[config.mk]
export PLATFORM = sky130hd
export DESIGN_NAME = serial_sub
export DESIGN_NICKNAME = d
export VERILOG_FILES = /design/src/rtl/serial_sub_pkg.sv /design/src/rtl/serial_sub_fs.sv /design/src/rtl/serial_sub.sv
export VERILOG_INCLUDE_DIRS = /design/src /design/src/rtl
export SDC_FILE = /design/constraint.sdc
export NUM_CORES = 1
export LEC_CHECK = 0
export CORE_MARGIN = 5
export CORE_UTILIZATION = 56
export CTS_CLUSTER_DIAMETER = 30
export DETAILED_ROUTE_END_ITERATION = 10
export PLACE_DENSITY = 0.86
export REMOVE_ABC_BUFFERS = 1
export SLEW_MARGIN = 10
export SYNTH_ARGS = -nofsm -noshare
export SYNTH_HDL_FRONTEND = slang
export SYNTH_SLANG_ARGS = --single-unit
[constraint.sdc]
create_clock -name i_clk -period 3.4 [get_ports i_clk]
set_input_delay 0.51 -clock i_clk [delete_from_list [all_inputs] [get_ports i_clk]]
set_output_delay 0.51 -clock i_clk [all_outputs]
set_load 0.005 [all_outputs]
[src/rtl/serial_sub_defs.vh]
// rtl/serial_sub_defs.vh - shared state encodings and WIDTH legality check for serial_sub
`ifndef SERIAL_SUB_DEFS_VH
`define SERIAL_SUB_DEFS_VH

`define SERIAL_SUB_ST_IDLE 2'd0
`define SERIAL_SUB_ST_RUN  2'd1
`define SERIAL_SUB_ST_DONE 2'd2

// Elaboration-time guard: operands narrower than 2 or wider than 64 bits are not supported
`define SERIAL_SUB_CHECK_WIDTH(W) \
    if (((W) < 2) || ((W) > 64)) begin : g_bad_width \
        $error("serial_sub: WIDTH out of range 2..64"); \
    end

`endif

[src/rtl/serial_sub_pkg.sv]
// rtl/serial_sub_pkg.sv - state type and helpers shared by the serial subtractor
`include "serial_sub_defs.vh"

package serial_sub_pkg;

    typedef enum logic [1:0] {
        ST_IDLE = `SERIAL_SUB_ST_IDLE,
        ST_RUN  = `SERIAL_SUB_ST_RUN,
        ST_DONE = `SERIAL_SUB_ST_DONE
    } state_t;

    localparam int DEFAULT_WIDTH = 8;

endpackage

[src/rtl/serial_sub_fs.sv]
// rtl/serial_sub_fs.sv - one-bit full subtractor cell
module serial_sub_fs (
    input  logic i_a,
    input  logic i_b,
    input  logic i_bin,
    output logic o_diff,
    output logic o_bout
);

    // Difference bit and borrow-out of a - b - bin
    assign o_diff = i_a ^ i_b ^ i_bin;
    assign o_bout = (~i_a & i_b) | (~(i_a ^ i_b) & i_bin);

endmodule

[src/rtl/serial_sub.sv]
// rtl/serial_sub.sv - bit-serial unsigned subtractor with start/done handshake
`include "serial_sub_defs.vh"

module serial_sub
    import serial_sub_pkg::*;
#(
    parameter int WIDTH = DEFAULT_WIDTH
) (
    input  logic             i_clk,
    input  logic             i_rst_n,
    input  logic             i_start,
    input  logic [WIDTH-1:0] i_a,
    input  logic [WIDTH-1:0] i_b,
    output logic             o_busy,
    output logic             o_done,
    output logic [WIDTH-1:0] o_diff,
    output logic             o_borrow
);

    localparam int CNT_W = $clog2(WIDTH);
    localparam logic [CNT_W-1:0] CNT_LAST = CNT_W'(WIDTH - 1);

    `SERIAL_SUB_CHECK_WIDTH(WIDTH)

    state_t           r_state;
    state_t           w_state_nxt;
    logic [WIDTH-1:0] r_a;
    logic [WIDTH-1:0] r_b;
    logic [WIDTH-1:0] r_d;
    logic             r_bin;
    logic [CNT_W-1:0] r_cnt;
    logic [WIDTH-1:0] r_diff;
    logic             r_borrow;
    logic             w_d;
    logic             w_bout;
    logic             w_last;

    serial_sub_fs u_fs (
        .i_a    (r_a[0]),
        .i_b    (r_b[0]),
        .i_bin  (r_bin),
        .o_diff (w_d),
        .o_bout (w_bout)
    );

    assign w_last = (r_cnt == CNT_LAST);

    // Next-state: accept start only in IDLE, run WIDTH steps, one DONE cycle
    always_comb begin
        w_state_nxt = r_state;
        case (r_state)
            ST_IDLE: if (i_start) w_state_nxt = ST_RUN;
            ST_RUN:  if (w_last)  w_state_nxt = ST_DONE;
            ST_DONE: w_state_nxt = ST_IDLE;
            default: w_state_nxt = ST_IDLE;
        endcase
    end

    // State register
    always_ff @(posedge i_clk or negedge i_rst_n) begin
        if (!i_rst_n) begin
            r_state <= ST_IDLE;
        end else begin
            r_state <= w_state_nxt;
        end
    end

    // Datapath: operand capture, per-bit shift, borrow chain and result load on the last step
    always_ff @(posedge i_clk or negedge i_rst_n) begin
        if (!i_rst_n) begin
            r_a      <= '0;
            r_b      <= '0;
            r_d      <= '0;
            r_bin    <= 1'b0;
            r_cnt    <= '0;
            r_diff   <= '0;
            r_borrow <= 1'b0;
        end else begin
            case (r_state)
                ST_IDLE: begin
                    if (i_start) begin
                        r_a   <= i_a;
                        r_b   <= i_b;
                        r_bin <= 1'b0;
                        r_cnt <= '0;
                    end
                end
                ST_RUN: begin
                    r_a   <= {1'b0, r_a[WIDTH-1:1]};
                    r_b   <= {1'b0, r_b[WIDTH-1:1]};
                    r_d   <= {w_d, r_d[WIDTH-1:1]};
                    r_bin <= w_bout;
                    if (w_last) begin
                        r_diff   <= {w_d, r_d[WIDTH-1:1]};
                        r_borrow <= w_bout;
                    end else begin
                        r_cnt <= r_cnt + 1'b1;
                    end
                end
                default: ;
            endcase
        end
    end

    assign o_busy   = (r_state == ST_RUN);
    assign o_done   = (r_state == ST_DONE);
    assign o_diff   = r_diff;
    assign o_borrow = r_borrow;

endmodule

==> results of run 1 <==
-- cells by family after synthesis --
| family | Yosys count | synth area share (%) |
|---|---|---|
| AOI/OAI and AO/OA | 23 | 11.2 |
| DFF | 38 | 52.5 |
| muxes | 16 | 11.5 |
| adders and majority gates | 3 | 2.49 |
| buffers and inverters | 30 | 8.36 |
| and+or+nand+nor | 34 | 14.0 |
-- stage by stage --
step | power, W | cells | setup WS [ns] | hold slack, ns | utilization, %
after floorplan | 0.00128 | 133 | 1.49 | 0.214 | -
after CTS | 0.00182 | 217 | 0.742 | 0.524 | 70.2
final | 0.00179 | 217 | 0.769 | 0.521 | 70.2
after global placement | 0.00152 | 209 | 1.18 | 0.493 | 68.2
after detailed placement | 0.00157 | 209 | 1.17 | 0.498 | 68.2
after global routing | 0.00195 | 217 | 0.594 | 0.542 | 70.2
-- cell type report --
| class | instances | area, sq um |
|---|---|---|
| timing repair buffer | 32 | 313 |
| clock inverter | 1 | 5.00 |
| tap | 44 | 55.1 |
| fill | 226 | 918 |
| clock buffer | 7 | 55.1 |
| inverter | 19 | 71.3 |
| multi-input combinational | 76 | 709 |
| sequential | 38 | 951 |
-- sequential cells by signal (all words and copies together), names as in the netlist --
signal	cells
r_b	8
o_diff	8
r_d	7
r_bin	1
r_cnt	3
o_borrow	1
r_state	2
r_a	8
-- report_power, final --
group          switching, W  internal (W)
Combinational      0.000331      0.000441
Sequential         0.000116      0.000666
Clock              0.000140      0.000100
Total              0.000587       0.00121
-- cell usage after synthesis --
cell / n / area share, %
buf_2: 4 / 1.1
a21oi_1: 1 / 0.28
or4b_1: 2 / 1.1
nand2b_1: 4 / 1.4
nor3b_1: 8 / 3.3
a22o_1: 2 / 0.97
inv_1: 19 / 3.9
o221a_2: 2 / 1.2
buf_6: 4 / 2.5
mux2_4: 8 / 6.6
nand3b_1: 1 / 0.41
clkbuf_1: 2 / 0.41
dfrtp_1: 38 / 52
ha_1: 2 / 1.4
o22ai_1: 1 / 0.35
or2_2: 1 / 0.35
o221ai_1: 3 / 1.5
mux2i_1: 1 / 0.55
a211oi_1: 7 / 2.9
buf_4: 1 / 0.41
o21ba_2: 1 / 0.55
mux2_2: 7 / 4.4
o21bai_4: 1 / 1.0
nor4b_1: 12 / 5.8
nand2_1: 2 / 0.41
a221oi_1: 5 / 2.4
nor2b_1: 1 / 0.35
nand3_1: 3 / 0.83
fa_1: 1 / 1.1
-- cells in the final DEF, fill, tap and decap left out, types with 2 or more instances in the layout --
cell type / count
dfrtp_1: 38
nand2b_1: 4
a221oi_1: 5
ha_1: 2
or4b_1: 2
clkdlybuf4s50_1: 29
o221ai_1: 3
nor4b_1: 12
buf_4: 3
nand3_1: 3
mux2_2: 7
inv_1: 19
clkbuf_4: 5
a211oi_1: 7
a22o_1: 2
nor3b_1: 8
o221a_2: 2
nand2_1: 2
mux2_4: 8
-- per-layer routing --
layer / share of wire (%) / routed length [um]
met1: 43 / 1400
met2: 50 / 1640
met3: 6.2 / 203
met4: 1.2 / 38
met5: 0 / 0
-- worst paths after layout --
kind / end / slack (ns) / depth (start not counted)
setup / recovery: o_busy / 0.77 / 4
hold / removal: o_diff[0] / 0.52 / 1
setup reg to reg: o_diff[1] / 1.49 / 4
hold reg to reg: o_diff[0] / 0.52 / 1
max in group asynchronous: r_a[6] / 2.49 / 2
min in group asynchronous: o_diff[2] / 0.58 / 2
-- critical path: stages, from the launching register on --
cell and delay [ns]:
dfrtp_1 0.39, buf_4 0.22, nand2b_1 0.36, inv_1 0.27
clkdlybuf4s50_1 0.55
==> summary.md, run 1 <==
| Metric | Value |
|---|---|
| Share of cells above drive strength 1 | 17.3% |
| Synthesized instance count | 144 |
| DRC violations left | 0 |
| Startpoint types | flip-flop |
| Root Buffer | clkbuf_4 |
| Die area | 0.00447 sq mm |
| # setup viols final | 0 |
| CTS tree | yes |
| Setup TNS | 0 ns |
| Vias in the first global route | 1251 |
| Mapped Area | 0.00181 sq mm |
| Met1 usage in global routing | 21.3% |
| CP Data Required Time | 2.89 ns |
| Vias post-DR | 1212 |
| Grt ovf | 0 |
| Max Cap Violations | 0 |
| Final ANT Viol Nets | 0 |
| Gp weighted congestion | 0.773 |
| Critical Path End Type | primary output |
| Actual slew at the worst max-slew pin | 0.671 ns |
| Final Skew | 0.00635 ns |
| CTS Hold Buffers Added | 0 |
| Status | completed |
| Number of synthesized register bits | 38 |
| WL final | 3.28 mm |
| Nets | 194 |
| Worst hold path type | flip-flop to flip-flop |
| Max rail drop VDD | 358 uV |
| Fin area | 0.00216 sq mm |
| Fin crit share | 77.4% |
| Die width | 66.9 um |
| Resize count post-CTS | 0 |
| Final slew viol count | 0 |
| Seq/Total Area, Yosys | 52.5% |
| Detailed Routing Iterations Pass 1 | 4 |
| Clock Pin Slew Worst Setup and Hold Paths | 0.11 ns |
| Pleak | 0.966 nW |
| Starting Density | 58.9% |
| Synth warnings | 0 |
| Port Buffers | 29 |
| P&R area growth vs syn | 19.2% |
| Fmax | 380 MHz |
| Met2 usage | 29.5% |
| H-tree depth | 2 |
| Post-CTS Setup Repair Bufs | 0 |
| Clock buffer depth | 2 |
| Max FO, Critical Path | 29 |
| Yosys cell types | 29 |
| Detailed Place HPWL | 2.37 mm |
| Final Hold Violating Endpoints | 0 |
| Via density | 5.59 |
| Crit path from | r_state[1] |
| 1st-iter DRT viols | 45 |
| Core Area | 0.00308 sq mm |
| Ant. Diodes | 0 |
| Total track usage | 17.7% |
| Kind of critical path | flip-flop to primary output |
| DIE HEIGHT | 66.9 um |
| Unrepaired setup endpoints after global routing | no |
| Worst-skew pair later-pin latency | 0.34 ns |
| Hold_sp | r_d[1] |
| Initial antenna violation count | 0 |
| Slew headroom | 55.2% |
| GR Layer Usage met3 | 6.58% |
| Busiest metal layer after global routing | met2 |
| Reg2reg start | r_cnt[0] |
| Final Critical Period | 2.63 ns |
| Largest net degree at the start of global routing | 39 |
| Pwr Density | 831 mW/mm^2 |
| First-pass GRT wire length | 5.87 mm |
| Syn Area/Cell | 12.6 sq um |
| Crit path DAT | 2.12 ns |
| Routed length per instance | 15.1 um |
| Cell Rows | 20 |
| DP Area | 0.00210 sq mm |
| Io pins | 30 |
| Clock Sinks | 38 |
| Total clock buffers created by CTS | 5 |
Power figures use the tool's default switching activity.
==> run 2: changes to the inputs <==
--- a/config.mk
+++ b/config.mk
@@ -7,10 +7,10 @@
 export NUM_CORES = 1
 export LEC_CHECK = 0
 export CORE_MARGIN = 5
-export CORE_UTILIZATION = 56
+export CORE_UTILIZATION = 47
 export CTS_CLUSTER_DIAMETER = 30
 export DETAILED_ROUTE_END_ITERATION = 10
-export PLACE_DENSITY = 0.86
+export PLACE_DENSITY = 0.78
 export REMOVE_ABC_BUFFERS = 1
 export SLEW_MARGIN = 10
 export SYNTH_ARGS = -nofsm -noshare
==> constraint.sdc (replaced) <==
create_clock -name i_clk -period 2.13 [get_ports i_clk]
set_input_delay 0.3195 -clock i_clk [delete_from_list [all_inputs] [get_ports i_clk]]
set_output_delay 0.3195 -clock i_clk [all_outputs]
set_load 0.005 [all_outputs]
==> run 2 against run 1 <==
- sequential power up 61%
- register-to-register slack worse by 0.97 ns
- count of clock-buffer cells in the layout up 1
- worst setup slack worse by 0.58 ns
- total power increased by 73%
- non-clock buffer count up 4
- combinational power rose by 63%
- clock skew fell by 0.00099 ns
- first-iteration DRC count did not move
- routed wire length grew 6.6%
- critical path type unchanged
- critical endpoint unchanged
- highest routed layer unchanged
==> summary.md, run 2 (synthesized netlist as in run 1, its figures left out) <==
| Metric | Value |
|---|---|
| Status | completed |
| First-pass GRT wire length | 6.04 mm (+2.9%) |
| P&R area growth vs syn | 23.9% |
| CTS Hold Buffers Added | 0 (unchanged) |
| DRC violations left | 0 (unchanged) |
| Root Buffer | clkbuf_8 |
| Total number of cells along the worst setup path | 3 (-1) |
| Worst hold path type | input port to asynchronous set/reset pin |
| Actual slew at the worst max-slew pin | 0.462 ns (-0.208 ns) |
| H-tree depth | 2 (unchanged) |
| Resize count post-CTS | 0 (unchanged) |
| DIE HEIGHT | 72.1 um (+7.8%) |
| Final Core Density | 60.9% (-9.3 points) |
| Crit path DAT | 1.62 ns (-0.50 ns) |
| Max FO, Critical Path | 6 (-79%) |
| Die area | 0.00520 sq mm (+16%) |
| Total track usage | 14.8% (-2.9 points) |
| 1st-iter DRT viols | 45 (unchanged) |
| Buf+Inv Stages, Crit Path | 2 (-1) |
| Post-CTS Setup Repair Bufs | 0 (unchanged) |
| CTS tree | yes |
| Pleak | 1.01 nW (+4.2%) |
| Nets | 198 (+2.1%) |
| Max Cap Violations | 0 (unchanged) |
| Vias in the first global route | 1252 (+0.080%) |
| Unrepaired setup endpoints after global routing | no |
| Vias post-DR | 1235 (+1.9%) |
| Port Buffers | 29 (unchanged) |
| Detailed Place HPWL | 2.51 mm (+5.6%) |
| Die width | 72.1 um (+7.8%) |
| Core Area | 0.00369 sq mm (+20%) |
| Critical-path cell list | nand2b_1 > inv_1 > clkdlybuf4s50_1 |
| Initial antenna violation count | 0 (unchanged) |
| CP max-delay cell | clkdlybuf4s50_1 |
| Via density | 5.49 (-1.7%) |
| Io pins | 30 (unchanged) |
| Most frequent cells in the layout | 38 x dfrtp_1, 29 x clkdlybuf4s50_1, 19 x inv_1 |
| Clock Sinks | 38 (unchanged) |
| Ant. Diodes | 0 (unchanged) |
| Detailed Routing Iterations Pass 1 | 4 (unchanged) |
| Fin area | 0.00224 sq mm (+3.9%) |
| Clock buffer depth | 2 (unchanged) |
| Total clock buffers created by CTS | 5 (unchanged) |
| Worst-skew pair later-pin latency | 0.29 ns (-0.05 ns) |
| Final ANT Viol Nets | 0 (unchanged) |
| Routed length per instance | 15.6 um (+2.8%) |
| Fmax | 516 MHz |
| Final WS setup | 0.191 ns (-0.578 ns) |
| Layout fillers | 326 (+44%) |
| FF-to-FF setup slack | 0.52 ns (-0.97 ns) |
| Max rail drop VDD | 560 uV (+57%) |
| Most common cell after layout, fill and taps aside | dfrtp_1 |
| Slowest Stage Delay on Critical Path | 0.55 ns (about the same) |
| # setup viols final | 0 (unchanged) |
| Final Hold Violating Endpoints | 0 (unchanged) |
| Cell Rows | 22 (+10%) |
| DP Area | 0.00213 sq mm (+1.7%) |
| Setup TNS | 0 ns (unchanged) |
| Clock Pin Slew Worst Setup and Hold Paths | 0.07 ns (-0.04 ns) |
| Critical Path End Type | primary output |
| Place WS | 0.379 ns (-0.787 ns) |
| Share of cells above drive strength 1 | 19.8% (+2.4 points) |
| Final Skew | 0.00536 ns (-0.000991 ns) |
| Slew headroom | 69.2% (+14 points) |
| Gp weighted congestion | 0.814 (+5.3%) |
| Final Critical Period | 1.94 ns |
| WL final | 3.50 mm (+6.6%) |
| CP Data Required Time | 1.81 ns (-1.08 ns) |
| Worst reg2reg path depth | 5 (+1) |
| Delay-heaviest family, CP | buffers and inverters |
| Startpoint types | flip-flop |
| Fin crit share | 91.1% |
| Starting Density | 49.1% (-9.7 points) |
| Pwr Density | 1380 mW/mm^2 (+66%) |
| Kind of critical path | flip-flop to primary output |
| Final slew viol count | 0 (unchanged) |
| Largest net degree at the start of global routing | 39 (unchanged) |
| Grt ovf | 0 (unchanged) |
-- run 2: cell types whose count changed in the layout (fill, tap and decap cells not counted), sizes merged --
cell	previous run	this run
clkinv	1	0
buf	3	7
clkbuf	7	8
-- run 2: cell type report --
type | instances | area [sq um] | area share, %
sequential | 38 | 951 | 42.4
multi-input combinational | 76 | 709 | 31.6
timing repair buffer | 36 | 343 | 15.3
clock buffer | 8 | 110 | 4.91
inverter | 19 | 71.3 | 3.18
tap | 48 | 60.1 | 2.68
-- run 2: per-layer routing --
metal	global-route usage, %	routed length [um]
met3	5.26	201
met2	22.2	1710
met1	19.6	1530
met5	0	0
met4	5.43	59
-- run 2: per-stage QoR --
stage,cells,hold WS (ns),power [W]
final,225,0.451,0.00310
after detailed placement,217,0.501,0.00255
after global placement,217,0.485,0.00246
after global routing,225,0.499,0.00333
after CTS,225,0.462,0.00313
after floorplan,133,0.0239,0.00204
-- run 2: final timing paths --
kind,start,to
worst max-delay path,r_state[1],o_busy
worst min-delay path,i_rst_n,r_cnt[2]
worst max register to register,r_cnt[0],o_diff[3]
worst min register to register,o_diff[4],o_diff[4]
max in group asynchronous,i_rst_n,o_diff[6]
min in group i_clk,o_diff[4],o_diff[4]
-- run 2: where the power goes --
group / total [W] / switching, W / internal [W]
Clock: 0.000572 / 0.000246 / 0.000327
Combinational: 0.00126 / 0.000539 / 0.000726
Sequential: 0.00126 / 0.000192 / 0.00107
==> variant 1, RTL diff (flow settings as in run 2) <==
Reset style: synchronous (`i_rst_n`), changed in 2 clocked blocks.
--- a/src/rtl/serial_sub.sv
+++ b/src/rtl/serial_sub.sv
@@ -57,7 +57,7 @@
     end
 
     // State register
-    always_ff @(posedge i_clk or negedge i_rst_n) begin
+    always_ff @(posedge i_clk) begin
         if (!i_rst_n) begin
             r_state <= ST_IDLE;
         end else begin
@@ -66,7 +66,7 @@
     end
 
     // Datapath: operand capture, per-bit shift, borrow chain and result load on the last step
-    always_ff @(posedge i_clk or negedge i_rst_n) begin
+    always_ff @(posedge i_clk) begin
         if (!i_rst_n) begin
             r_a      <= '0;
             r_b      <= '0;
Check against the original RTL: differs if i_rst_n is asserted again (counterexample within 4 cycles, from zero or initial values and one cycle with i_rst_n low); with i_rst_n held inactive, the same outputs for 10 cycles.
==> variant 1 against run 2 <==
Routed wire length down 13%; sequential share of layout area down 5.1 points; sequential cell count unchanged; area after synthesis down 5.7%; worst setup slack worse by 33 ps; design area down 9.1%; clock skew up 3.7 ps; critical endpoint unchanged.
Power is not compared: it rests on default switching activity, and its combinational part moved more than twofold at a synthesized area within 25%.
==> variant 1: results <==
[global_routing]
grt_pass1_vias = 1170
grt_max_degree = 29
track_usage_pct = 13.4
grt_pass1_wl_microns = 5200

[synth]
yosysWarnings = 0
ys_types = 31
yosys-top-cells-area = dfxtp_1 45%, a211oi_2 10%, mux2i_1 8.2%
postSynth.asyncResetShare_pct = 0
synth-compound-area-share_pct = 19.5
synthMuxAreaShare_pct = 8.20
syn_inst = 172
ys_seq_area_share_pct = 44.5
synth_fa_ha_area_share_pct = 2.64
netlist_top_cells_count = 38 x dfxtp_1, 27 x nand2_1, 17 x a21oi_1

[critical_path]
crit_start = r_state[1]
cp_slowest_cell = clkdlybuf4s50_1
arrival_ps = 1650
worst-r2r-setup-slack_ps = 480
r2r_end = o_diff[6]
cp_slowest_stage_delay_ps = 510
r2r-start = r_cnt[0]
crit_fanout = 18

[worst_hold_path]
hold_class = register to register
holdPathEnd = o_diff[4]

[sta]
fin_skew_ps = 9.08
maxSlewHeadroom_pct = 69.8
fmax_mhz = 507

[routing]
drt_iter0_markers = 69
routed_wl_microns = 3040
dr_total_vias = 1256

[status]
outcome = completed

[placed_design]
placedCellCount = 242
place.gp.congestion = 0.738
dpl.hpwl_microns = 2100
place_ws_ps = 434

[layout]
instances_no_fill = 250
drive_gt1_share_pct = 17.8
nets = 223

[power_and_ir_drop]
clock_power_share_pct = 29.0
power_w = 0.00137
ir_worst_vdd_mv = 0.324

[clocking]
clock_latency_ps = 350
h-tree-depth = 2
clock-root-buffer = clkbuf_4
cts_setup_buffers = 0
path_clk_slew_ps = 120
[variant 1: metrics by stage]
stage,instance area [sq um],hold WS (ps)
floorplan,1600,437
global placement,1980,445
detailed placement,1980,452
CTS,2040,469
global route,2040,492
finish,2040,464
[variant 1: area by class of cell]
class	count	area, sq um
Fill cell	312	1540
Sequential cell	38	761
Timing Repair Buffer	33	320
Tap cell	48	60.1
Multi-Input combinational cell	118	808
Clock inverter	2	12.5
Inverter	5	26.3
Clock buffer	6	51.3
[variant 1: cells by family after synthesis]
logic type / after synthesis
compound gates: 40
fa+ha+maj: 3
buf+inv: 16
flops: 38
mux: 14
simple gates: 61
[variant 1: tightest hold or removal path: stages, from the launching register on]
cell	delay [ps]
dfxtp_1	330
nand2_1	50
a21oi_1	50
[variant 1: metal layers]
metal	routed length (microns)	track usage (%)
met4	74	7.02
met3	125	4.60
met5	0	0
met2	1420	20.9
met1	1410	16.3
==> variant 2, RTL diff (flow settings as in run 2) <==
Without the edit above. The package constant `DEFAULT_WIDTH` goes from 8 to 16.
--- a/src/rtl/serial_sub_pkg.sv
+++ b/src/rtl/serial_sub_pkg.sv
@@ -9,7 +9,7 @@
         ST_DONE = `SERIAL_SUB_ST_DONE
     } state_t;
 
-    localparam int DEFAULT_WIDTH = 8;
+    localparam int DEFAULT_WIDTH = 16;
 
 endpackage
 
Interface: changed (resized i_a, i_b and o_diff); port bits go from 30 to 54. The function was not compared with the original's and may differ.
==> variant 2 against run 2 <==
Design area rose by 73%; power rose by 86%; worst setup slack got worse by 61 ps; first-iteration DRC count rose by 120%; routed wire length rose by 58%; maximum frequency fell by 3.0%; cell count rose by 84%; via count rose by 68%; count of clock-buffer cells in the layout rose by 2; clock skew rose by 4.6 ps; clock power rose by 130%; sequential cell count rose by 33; area after synthesis rose by 69%; largest cell class unchanged; highest routed layer unchanged.
==> variant 2: results <==
[sta]
worst_pin_slew_ps = 494
setup_viol_count_final = 0
holdWs_ps = 3.50
fin_skew_ps = 9.98

[placed_design]
placedCellCount = 399
dpl.hpwl_microns = 3840
place.gp.congestion = 0.769
portBuffers = 53

[synth]
ys_types = 30
ys_seq_area_share_pct = 58.2
netlist_top_cells_count = 79 x nand2_1, 71 x dfrtp_1, 31 x mux2i_1
yosys-top-cells-area = dfrtp_1 58%, mux2i_1 10%, nand2_1 9.7%
postSynth.asyncResetShare_pct = 100
syn_area_per_cell_sq_um = 10.9
yosysWarnings = 0

[clocking]
clock_latency_ps = 340
clk_path_buf_depth = 2
cts_buffers = 9
h-tree-depth = 3
clock-root-buffer = clkbuf_8
path_clk_slew_ps = 80
cts_setup_buffers = 0

[routing]
dr_total_vias = 2077
first_pass_iters = 4
via_per_inst = 5.00
drt_iter0_markers = 99
routed_wl_microns = 5540

[global_routing]
track_usage_pct = 13.9
antenna_found_initial = 0
grt_pass1_wl_microns = 9370
grt_max_degree = 72
grt_pass1_vias = 2080

[power_and_ir_drop]
p_sw_share_pct = 33.1
ir_worst_vdd_mv = 1.00
leakage_nw = 1.93

[status]
outcome = completed

[layout]
nets = 370
diodes = 0
n_fill_cell = 522
drive_gt1_share_pct = 10.4

[critical_path]
arrival_ps = 1680
r2r-start = r_cnt[0]
crit_fanout = 11
reg2regPathDepth = 4
r2r_end = o_diff[5]
worst-r2r-setup-slack_ps = 310

[worst_hold_path]
hold_class = primary input to asynchronous set/reset pin
-- variant 2: area by class of cell --
cell class | instances | share of cell area (%)
flip-flops and latches | 71 | 45.6
clock inverters | 6 | 2.76
multi-input cells | 187 | 29.9
clock buffers | 10 | 3.53
repair buffers | 58 | 15.1
inverters | 6 | 0.578
well taps | 77 | 2.47
-- variant 2: repair_timing --
action | in CTS | in global routing
setup endpoints to repair | 0 | 1
resized for setup | 0 | 2
hold buffers | 0 | 0
endpoints found under the hold margin | 0 | 0
-- variant 2: worst max-delay path by stage --
stage               cells past startpoint         to  startpoint
finish                                  3     o_busy  r_state[0]
global route                            3     o_busy  r_state[0]
floorplan                               2    r_a[12]  r_state[0]
detailed placement                      4  o_diff[3]    r_cnt[0]
CTS                                     4     o_busy  r_state[1]
global placement                        4  o_diff[3]    r_cnt[0]
-- variant 2: power by group through the flow --
stage / combinational (W) / sequential, W / clock, W
4_1_cts: 0.00216 / 0.00234 / 0.00133
5_1_grt: 0.00240 / 0.00242 / 0.00137
3_5_place_dp: 0.00216 / 0.00237 / 0
2_1_floorplan: 0.00139 / 0.00227 / 0
6_report: 0.00211 / 0.00234 / 0.00130
3_3_place_gp: 0.00207 / 0.00233 / 0
-- variant 2: layer usage --
layer  up-vias  share of wire [%]  GRT usage [%]
met3         9                5.0           3.42
met1       977                 45           16.8
li1       1039                  -              -
met5         -                  0              0
met4         0                1.2           6.45
met2        52                 49           23.4
-- variant 2: metrics by stage --
step                instance area, sq um  worst slack, ps
floorplan                           2950             -948
global placement                    3640              385
detailed placement                  3640              319
CTS                                 3890             16.6
global route                        3890             39.9
finish                              3890              130
-- variant 2: cells by family after synthesis --
family	count (synthesis)	synth area share, %
flip-flops	71	58.2
buffers and inverters	21	4.18
adder cells (fa/ha/maj)	2	1.07
AO/OA/AOI/OAI	47	8.48
multiplexers	47	16.1
AND/OR/NAND/NOR	91	12.0
-- variant 2: worst max-delay path, cell delays in order (launching register included) --
cell	delay, ps
dfrtp_1	540
nand2_4	170
inv_2	130
clkdlybuf4s50_1	510
